==> src/rtl/axi_pkg.sv <==
// Shared types for the AXI write-data sink: response codes, sink FSM
// states and the saturating error-counter helper.
package axi_pkg;

  typedef enum logic [1:0] {
    OKAY   = 2'b00,
    EXOKAY = 2'b01,
    SLVERR = 2'b10,
    DECERR = 2'b11
  } resp_t;

  typedef enum logic {
    ACCEPT = 1'b0,
    RESP   = 1'b1
  } sink_state_t;

  localparam logic [15:0] ERR_CNT_MAX = 16'hFFFF;

  // Increment that sticks at all-ones instead of wrapping.
  function automatic logic [15:0] sat_inc16(input logic [15:0] value);
    logic [15:0] result;
    if (value == ERR_CNT_MAX) begin
      result = value;
    end else begin
      result = value + 16'd1;
    end
    return result;
  endfunction

endpackage

==> src/rtl/axi_w_sink_chk.sv <==
// Protocol and occupancy properties for the write sink, bound in by the top.
module axi_w_sink_chk
  import axi_pkg::*;
#(
  parameter int DEPTH = 8
) (
  input logic                   clk,
  input logic                   rst,
  input sink_state_t            state,
  input logic                   wvalid,
  input logic                   wready,
  input logic                   bvalid,
  input logic                   bready,
  input logic [1:0]             bresp,
  input logic [$clog2(DEPTH):0] fifo_count
);

  localparam int CW = $clog2(DEPTH) + 1;
  localparam logic [CW-1:0] MAX_CNT = CW'(DEPTH);

  a_bresp_stable: assert property (
    @(posedge clk) disable iff (rst)
    (bvalid && !bready) |=> (bvalid && $stable(bresp))
  );

  a_count_max: assert property (
    @(posedge clk) disable iff (rst)
    fifo_count <= MAX_CNT
  );

  // An underflow from zero would wrap to a value far above one.
  a_count_underflow: assert property (
    @(posedge clk) disable iff (rst)
    (fifo_count == {CW{1'b0}}) |=> (fifo_count <= CW'(1))
  );

  a_no_w_in_resp: assert property (
    @(posedge clk) disable iff (rst)
    !((state == RESP) && wvalid && wready)
  );

endmodule

==> src/rtl/sync_fifo.sv <==
// Single-clock FIFO with registered occupancy. The head word is read
// straight from storage, so a push becomes visible one cycle later; there
// is no bypass. Pushes into a full FIFO and pops from an empty one are
// ignored.
module sync_fifo
  import axi_pkg::*;
#(
  parameter int DATA_W = 32,
  parameter int DEPTH  = 8
) (
  input  logic                   clk,
  input  logic                   rst,
  input  logic                   push,
  input  logic [DATA_W-1:0]      push_data,
  input  logic                   pop,
  output logic [DATA_W-1:0]      pop_data,
  output logic                   full,
  output logic                   empty,
  output logic [$clog2(DEPTH):0] count
);

  localparam int AW = $clog2(DEPTH);
  localparam int CW = AW + 1;
  localparam logic [CW-1:0] FULL_CNT = CW'(DEPTH);

  logic [DATA_W-1:0] mem_r [DEPTH];
  logic [AW-1:0]     wr_ptr_r;
  logic [AW-1:0]     rd_ptr_r;
  logic [CW-1:0]     count_r;
  logic              full_s;
  logic              empty_s;
  logic              do_push_s;
  logic              do_pop_s;

  // Qualify requests against the current occupancy.
  always_comb begin
    full_s    = 1'b0;
    empty_s   = 1'b0;
    do_push_s = 1'b0;
    do_pop_s  = 1'b0;
    if (count_r == FULL_CNT) begin
      full_s = 1'b1;
    end else begin
      full_s = 1'b0;
    end
    if (count_r == {CW{1'b0}}) begin
      empty_s = 1'b1;
    end else begin
      empty_s = 1'b0;
    end
    do_push_s = push && !full_s;
    do_pop_s  = pop && !empty_s;
  end

  // Storage write; contents need no reset because reads are masked when empty.
  always_ff @(posedge clk) begin
    if (do_push_s) begin
      mem_r[wr_ptr_r] <= push_data;
    end
  end

  // Pointers wrap naturally because DEPTH is a power of two.
  always_ff @(posedge clk) begin
    if (rst) begin
      wr_ptr_r <= {AW{1'b0}};
      rd_ptr_r <= {AW{1'b0}};
    end else begin
      if (do_push_s) begin
        wr_ptr_r <= wr_ptr_r + AW'(1);
      end
      if (do_pop_s) begin
        rd_ptr_r <= rd_ptr_r + AW'(1);
      end
    end
  end

  // Occupancy: simultaneous push and pop leave it unchanged.
  always_ff @(posedge clk) begin
    if (rst) begin
      count_r <= {CW{1'b0}};
    end else begin
      case ({do_push_s, do_pop_s})
        2'b10:   count_r <= count_r + CW'(1);
        2'b01:   count_r <= count_r - CW'(1);
        default: count_r <= count_r;
      endcase
    end
  end

  // Empty FIFO presents zero so the read port never shows uninitialised data.
  always_comb begin
    pop_data = {DATA_W{1'b0}};
    if (empty_s) begin
      pop_data = {DATA_W{1'b0}};
    end else begin
      pop_data = mem_r[rd_ptr_r];
    end
  end

  assign full  = full_s;
  assign empty = empty_s;
  assign count = count_r;

endmodule

==> src/rtl/axi_w_sink.sv <==
// AXI write-data / write-response sink. Takes one single-beat W transfer
// at a time, answers it with a B response and buffers OKAY beats in a FIFO
// that local logic drains through a valid/ready read port.
module axi_w_sink
  import axi_pkg::*;
#(
  parameter int DATA_W = 32,
  parameter int DEPTH  = 8,
  parameter int CNT_W  = 32
) (
  input  logic                   clk,
  input  logic                   rst,
  input  logic [DATA_W-1:0]      wdata,
  input  logic                   wvalid,
  output logic                   wready,
  output logic [1:0]             bresp,
  output logic                   bvalid,
  input  logic                   bready,
  input  logic                   force_slverr,
  output logic [DATA_W-1:0]      rd_data,
  output logic                   rd_valid,
  input  logic                   rd_ready,
  output logic [$clog2(DEPTH):0] fifo_count,
  output logic [CNT_W-1:0]       beat_cnt,
  output logic [15:0]            err_cnt
);

  sink_state_t             state_r;
  sink_state_t             state_nxt_s;
  resp_t                   bresp_r;
  logic                    wready_s;
  logic                    w_hs_s;
  logic                    push_s;
  logic                    pop_s;
  logic                    full_s;
  logic                    empty_s;
  logic [DATA_W-1:0]       pop_data_s;
  logic [$clog2(DEPTH):0]  count_s;
  logic [CNT_W-1:0]        beat_cnt_r;
  logic [15:0]             err_cnt_r;

  // Next state and handshake decode; wready comes only from registered state.
  always_comb begin
    state_nxt_s = state_r;
    wready_s    = 1'b0;
    w_hs_s      = 1'b0;
    case (state_r)
      ACCEPT: begin
        wready_s = !rst && !full_s;
        w_hs_s   = wvalid && wready_s;
        if (w_hs_s) begin
          state_nxt_s = RESP;
        end else begin
          state_nxt_s = ACCEPT;
        end
      end
      RESP: begin
        wready_s = 1'b0;
        w_hs_s   = 1'b0;
        if (bready) begin
          state_nxt_s = ACCEPT;
        end else begin
          state_nxt_s = RESP;
        end
      end
      default: begin
        state_nxt_s = ACCEPT;
      end
    endcase
  end

  // State register; reset abandons any outstanding response.
  always_ff @(posedge clk) begin
    if (rst) begin
      state_r <= ACCEPT;
    end else begin
      state_r <= state_nxt_s;
    end
  end

  // Response code captured at the W handshake and held until the B handshake.
  always_ff @(posedge clk) begin
    if (rst) begin
      bresp_r <= OKAY;
    end else if (w_hs_s) begin
      if (force_slverr) begin
        bresp_r <= SLVERR;
      end else begin
        bresp_r <= OKAY;
      end
    end
  end

  // Beat counter wraps; error counter saturates.
  always_ff @(posedge clk) begin
    if (rst) begin
      beat_cnt_r <= {CNT_W{1'b0}};
      err_cnt_r  <= 16'h0000;
    end else if (w_hs_s) begin
      if (force_slverr) begin
        err_cnt_r <= sat_inc16(err_cnt_r);
      end else begin
        beat_cnt_r <= beat_cnt_r + CNT_W'(1);
      end
    end
  end

  assign push_s = w_hs_s && !force_slverr;
  assign pop_s  = !empty_s && rd_ready;

  sync_fifo #(
    .DATA_W (DATA_W),
    .DEPTH  (DEPTH)
  ) u_fifo (
    .clk       (clk),
    .rst       (rst),
    .push      (push_s),
    .push_data (wdata),
    .pop       (pop_s),
    .pop_data  (pop_data_s),
    .full      (full_s),
    .empty     (empty_s),
    .count     (count_s)
  );

  assign wready     = wready_s;
  assign bvalid     = (state_r == RESP);
  assign bresp      = bresp_r;
  assign rd_data    = pop_data_s;
  assign rd_valid   = !empty_s;
  assign fifo_count = count_s;
  assign beat_cnt   = beat_cnt_r;
  assign err_cnt    = err_cnt_r;

  axi_w_sink_chk #(
    .DEPTH (DEPTH)
  ) u_chk (
    .clk        (clk),
    .rst        (rst),
    .state      (state_r),
    .wvalid     (wvalid),
    .wready     (wready_s),
    .bvalid     (bvalid),
    .bready     (bready),
    .bresp      (bresp),
    .fifo_count (count_s)
  );

endmodule

==> config.mk <==
export PLATFORM = sky130hd
export DESIGN_NAME = axi_w_sink
export DESIGN_NICKNAME = d
export VERILOG_FILES = /design/src/rtl/axi_pkg.sv /design/src/rtl/axi_w_sink_chk.sv /design/src/rtl/sync_fifo.sv /design/src/rtl/axi_w_sink.sv
export SDC_FILE = /design/constraint.sdc
export NUM_CORES = 1
export LEC_CHECK = 0
export CAP_MARGIN = 10
export CELL_PAD_IN_SITES_DETAIL_PLACEMENT = 0
export CELL_PAD_IN_SITES_GLOBAL_PLACEMENT = 1
export CORE_AREA = 4 4 201 144
export DETAILED_ROUTE_END_ITERATION = 10
export DIE_AREA = 0 0 205 148
export PLACE_DENSITY = 0.85
export SYNTH_ARGS = -nofsm -noshare
export SYNTH_HDL_FRONTEND = slang
export SYNTH_SLANG_ARGS = --single-unit
==> constraint.sdc <==
create_clock -name clk -period 7.7 [get_ports clk]
set_input_delay 1.54 -clock clk [delete_from_list [all_inputs] [get_ports clk]]
set_output_delay 1.54 -clock clk [all_outputs]
set_load 0.02 [all_outputs]
==> impl_metrics.env <==
export IMPL_finClkSkew_ns=0.0166
export IMPL_netlist_cell_type_count=49
export IMPL_crit_path_end_kind="primary output"
export IMPL_worstMarginPinSlew_ns=1.20
export IMPL_dp_hpwl_um=15700
export IMPL_cts_max_level=1
export IMPL_clk_latency_ns=0.54
export IMPL_post_place_ws_ns=3.16
export IMPL_overflow=0
export IMPL_io_pins=127
export IMPL_dr_pass1_iters=7
export IMPL_tritoncts="done"
export IMPL_syn_inst=783
export IMPL_slowest_stage="dfxtp_4"
export IMPL_numCtsBuffers=30
export IMPL_hold_buffers=0
export IMPL_path_buf_inv=2
export IMPL_path_clk_slew_ns=0.07
export IMPL_grt_pass1_wl_um=41400
export IMPL_vias=7260
export IMPL_fmax_mhz=203
export IMPL_fp_coreArea_um2=26700
export IMPL_cp_start_kind="flip-flop"
export IMPL_synth_edf_count=256
export IMPL_yosysTopAreaCellShare_pct=59.7
export IMPL_synth_main_ff_cell="edfxtp_1"
export IMPL_synthTopCellsByArea="edfxtp_1 60%, mux4_2 11%, dfxtp_1 9.8%, mux2i_1 2.7%, nor2_1 1.8%"
export IMPL_setup_viol=0
export IMPL_worstPathRequired_ns=6.16
export IMPL_rows=50
export IMPL_switchingPower_mw=1.16
export IMPL_finalMaxSlewViolations=0
export IMPL_slowest_delay_ns=0.75
export IMPL_syn_num_nets=828
export IMPL_p_leak_nw=4.76
export IMPL_power_share_switching_pct=26.8
export IMPL_routedWlPerCell_um=20.5
export IMPL_hold_viol_final=0
export IMPL_grt_max_degree=74
export IMPL_numPortBuffers=125
export IMPL_final_period_utilization_pct=64.1
export IMPL_placed_cell_area_um2=14600
export IMPL_via_per_inst=5.59
export IMPL_grt_pass1_vias=7310
export IMPL_cts_setup_buffers=0
export IMPL_die_w_um=205
export IMPL_areaGrowthSynthToFinish_pct=20.4
export IMPL_hp_class="flip-flop to flip-flop"
export IMPL_drtAntennaViolNets=0
export IMPL_status="finished, final reports clean"
export IMPL_cp_max_fo=34
export IMPL_crit_family="buffers and inverters"
export IMPL_powerDensity_nw_per_um2=279
export IMPL_crit_chain="buf_4 -> mux4_2 -> mux2i_1 -> nor2_1 -> clkdlybuf4s50_1"
export IMPL_ys_ff_latch=319
export IMPL_grt_usage_pct=17.2
export IMPL_die_height_um=148
export IMPL_rrSetupSlack_ns=4.53
export IMPL_final_min_clock_period_ns=4.93
export IMPL_fin_nets=957
export IMPL_internal_power_mw=3.17
export IMPL_yosys_warnings=0
export IMPL_grt_setup_unrepaired="no"
export IMPL_setup_ws_ns=2.77
export IMPL_dieArea_um2=30300
export IMPL_totalWireLength_um=26600
export IMPL_slew_headroom_pct=19.9
export IMPL_drv_cap=0
export IMPL_worstSetupPathType="flip-flop to primary output"
export IMPL_cts_sinks=319
export IMPL_drc=0
export IMPL_tns_ns=0
export IMPL_cts_buffer_depth=3
export IMPL_clkPwrFrac_pct=32.3
export IMPL_ir_drop_mv=0.168
export IMPL_synthesis_area_um2=12900
export IMPL_antenna_found_initial=0
export IMPL_synth_top_cell_by_area="edfxtp_1"
export IMPL_yosysSeqAreaShare_pct=69.6
export IMPL_gp_congestion=0.756
export IMPL_p_seq_share_pct=45.2
export IMPL_start_util_pct=48.2
export IMPL_num_fill_cells=2035
export IMPL_synth_async_sr_flop_share_pct=0
export IMPL_fin_area_um2=15500
export IMPL_diodes=0
export IMPL_ctsResizeCount=0
export IMPL_synth_area_per_cell_um2=16.4
export IMPL_worstPathArrival_ns=3.39
export IMPL_drive_above_1_share_pct=16.2
export IMPL_drt_iter0_drc=509
export IMPL_cts_root_buf="clkbuf_16"
export IMPL_share_comb_of_total_power_pct=22.5
Yosys cell counts (10+ instances only):
cell / number
nand4_1: 11
nor2_1: 63
xor2_1: 10
o21ai_0: 12
buf_2: 10
dfxtp_1: 63
mux4_2: 64
nor4_1: 18
mux2i_1: 35
mux2_2: 11
nand2_1: 18
and3_1: 10
nand3_1: 26
a21oi_1: 30
edfxtp_1: 256
nor2b_1: 11
or3_1: 12
clkbuf_1: 26
or4_1: 13
o31ai_1: 14
logic make-up after synthesis:
kind of cell | after synthesis | synth area share, %
DFF | 319 | 69.6
AOI/OAI and AO/OA | 68 | 3.23
muxes | 110 | 14.9
other | 1 | 0.0291
xor gates and xnor gates | 14 | 0.953
adders and majority gates | 7 | 0.681
buffers and inverters | 52 | 1.70
and+or+nand+nor | 212 | 8.97
area by class of cell:
| cell class | instances | area (µm²) | area share [%] |
|---|---|---|---|
| Multi-Input combinational cell | 412 | 3750 | 24.2 |
| Clock buffer | 37 | 798 | 5.15 |
| Sequential cell | 319 | 8950 | 57.8 |
| Clock inverter | 17 | 135 | 0.872 |
| Timing Repair Buffer | 140 | 1360 | 8.77 |
| Tap cell | 364 | 455 | 2.94 |
| Inverter | 9 | 33.8 | 0.218 |
layer usage:
metal / GRT usage, % / share of wire, %
met2: 28.1 / 48
met1: 24.9 / 45
met5: 0 / 0
met4: 2.74 / 1.3
met3: 3.38 / 5.4
flip-flops by register name, indices dropped and copies added, names as in the netlist, named ones only:
signal / flops
u_fifo.mem_r: 256
beat_cnt: 32
err_cnt: 16
u_fifo.count: 4
u_fifo.rd_ptr_r: 3
u_fifo.wr_ptr_r: 3
bresp: 1
bvalid: 1
layout by cell type, fill, tap and decap left out, drive strengths merged, types with 2 or more instances in the layout:
| master | synthesis | routed |
|---|---|---|
| edfxtp | 256 | 256 |
| clkdlybuf4s50 | 0 | 124 |
| mux4 | 64 | 64 |
| nor2 | 63 | 63 |
| dfxtp | 63 | 63 |
| clkbuf | 26 | 37 |
| mux2i | 35 | 35 |
| a21oi | 30 | 30 |
| nand3 | 26 | 26 |
| nand2 | 18 | 18 |
| nor4 | 18 | 18 |
| buf | 17 | 16 |
| o31ai | 14 | 14 |
| or4 | 14 | 14 |
| o21ai | 12 | 12 |
| or3 | 12 | 12 |
| clkinv | 0 | 12 |
| nand4 | 11 | 11 |
| nor2b | 11 | 11 |
| mux2 | 11 | 11 |
| xor2 | 10 | 10 |
| and3 | 10 | 10 |
| inv | 9 | 10 |
| nor3 | 9 | 9 |
| ha | 7 | 7 |
| nand2b | 5 | 5 |
| xnor2 | 4 | 4 |
| and2 | 3 | 3 |
| and4 | 3 | 3 |
| nand4b | 3 | 3 |
| a311oi | 2 | 2 |
| a211oi | 2 | 2 |
| o21a | 2 | 2 |
| clkinvlp | 0 | 2 |
| bufinv | 0 | 2 |
| nor4b | 2 | 2 |
metrics by stage:
step	hold WS [ns]	power, mW	utilization, %	instances
after floorplan	0.485	2.59	-	783
after global placement	0.478	2.97	54.5	1244
after detailed placement	0.490	2.98	54.5	1244
after CTS	0.501	4.38	58.0	1298
after global routing	0.529	4.53	58.0	1298
final	0.499	4.33	58.0	1298
tightest hold or removal path, cell delays in order, from the launching register on:
cell and delay, ns:
dfxtp_1 0.33, o31ai_1 0.07, a21oi_1 0.06
final timing paths:
kind                         from              end  cells past startpoint
setup / recovery        flip-flop      rd_data[21]                      5
hold reg to reg      beat_cnt[20]     beat_cnt[20]                      2
hold / removal       beat_cnt[20]     beat_cnt[20]                      2
setup reg to reg  u_fifo.count[0]  u_fifo.count[2]                      9
power groups by stage:
stage | Combinational (mW) | Clock [mW] | Sequential (mW)
6_report | 0.974 | 1.40 | 1.96
3_3_place_gp | 0.971 | 0 | 1.99
3_5_place_dp | 0.982 | 0 | 1.99
2_1_floorplan | 0.647 | 0 | 1.95
4_1_cts | 0.991 | 1.43 | 1.96
5_1_grt | 1.05 | 1.51 | 1.97
No activity file was read; power rests on OpenSTA's default activity.
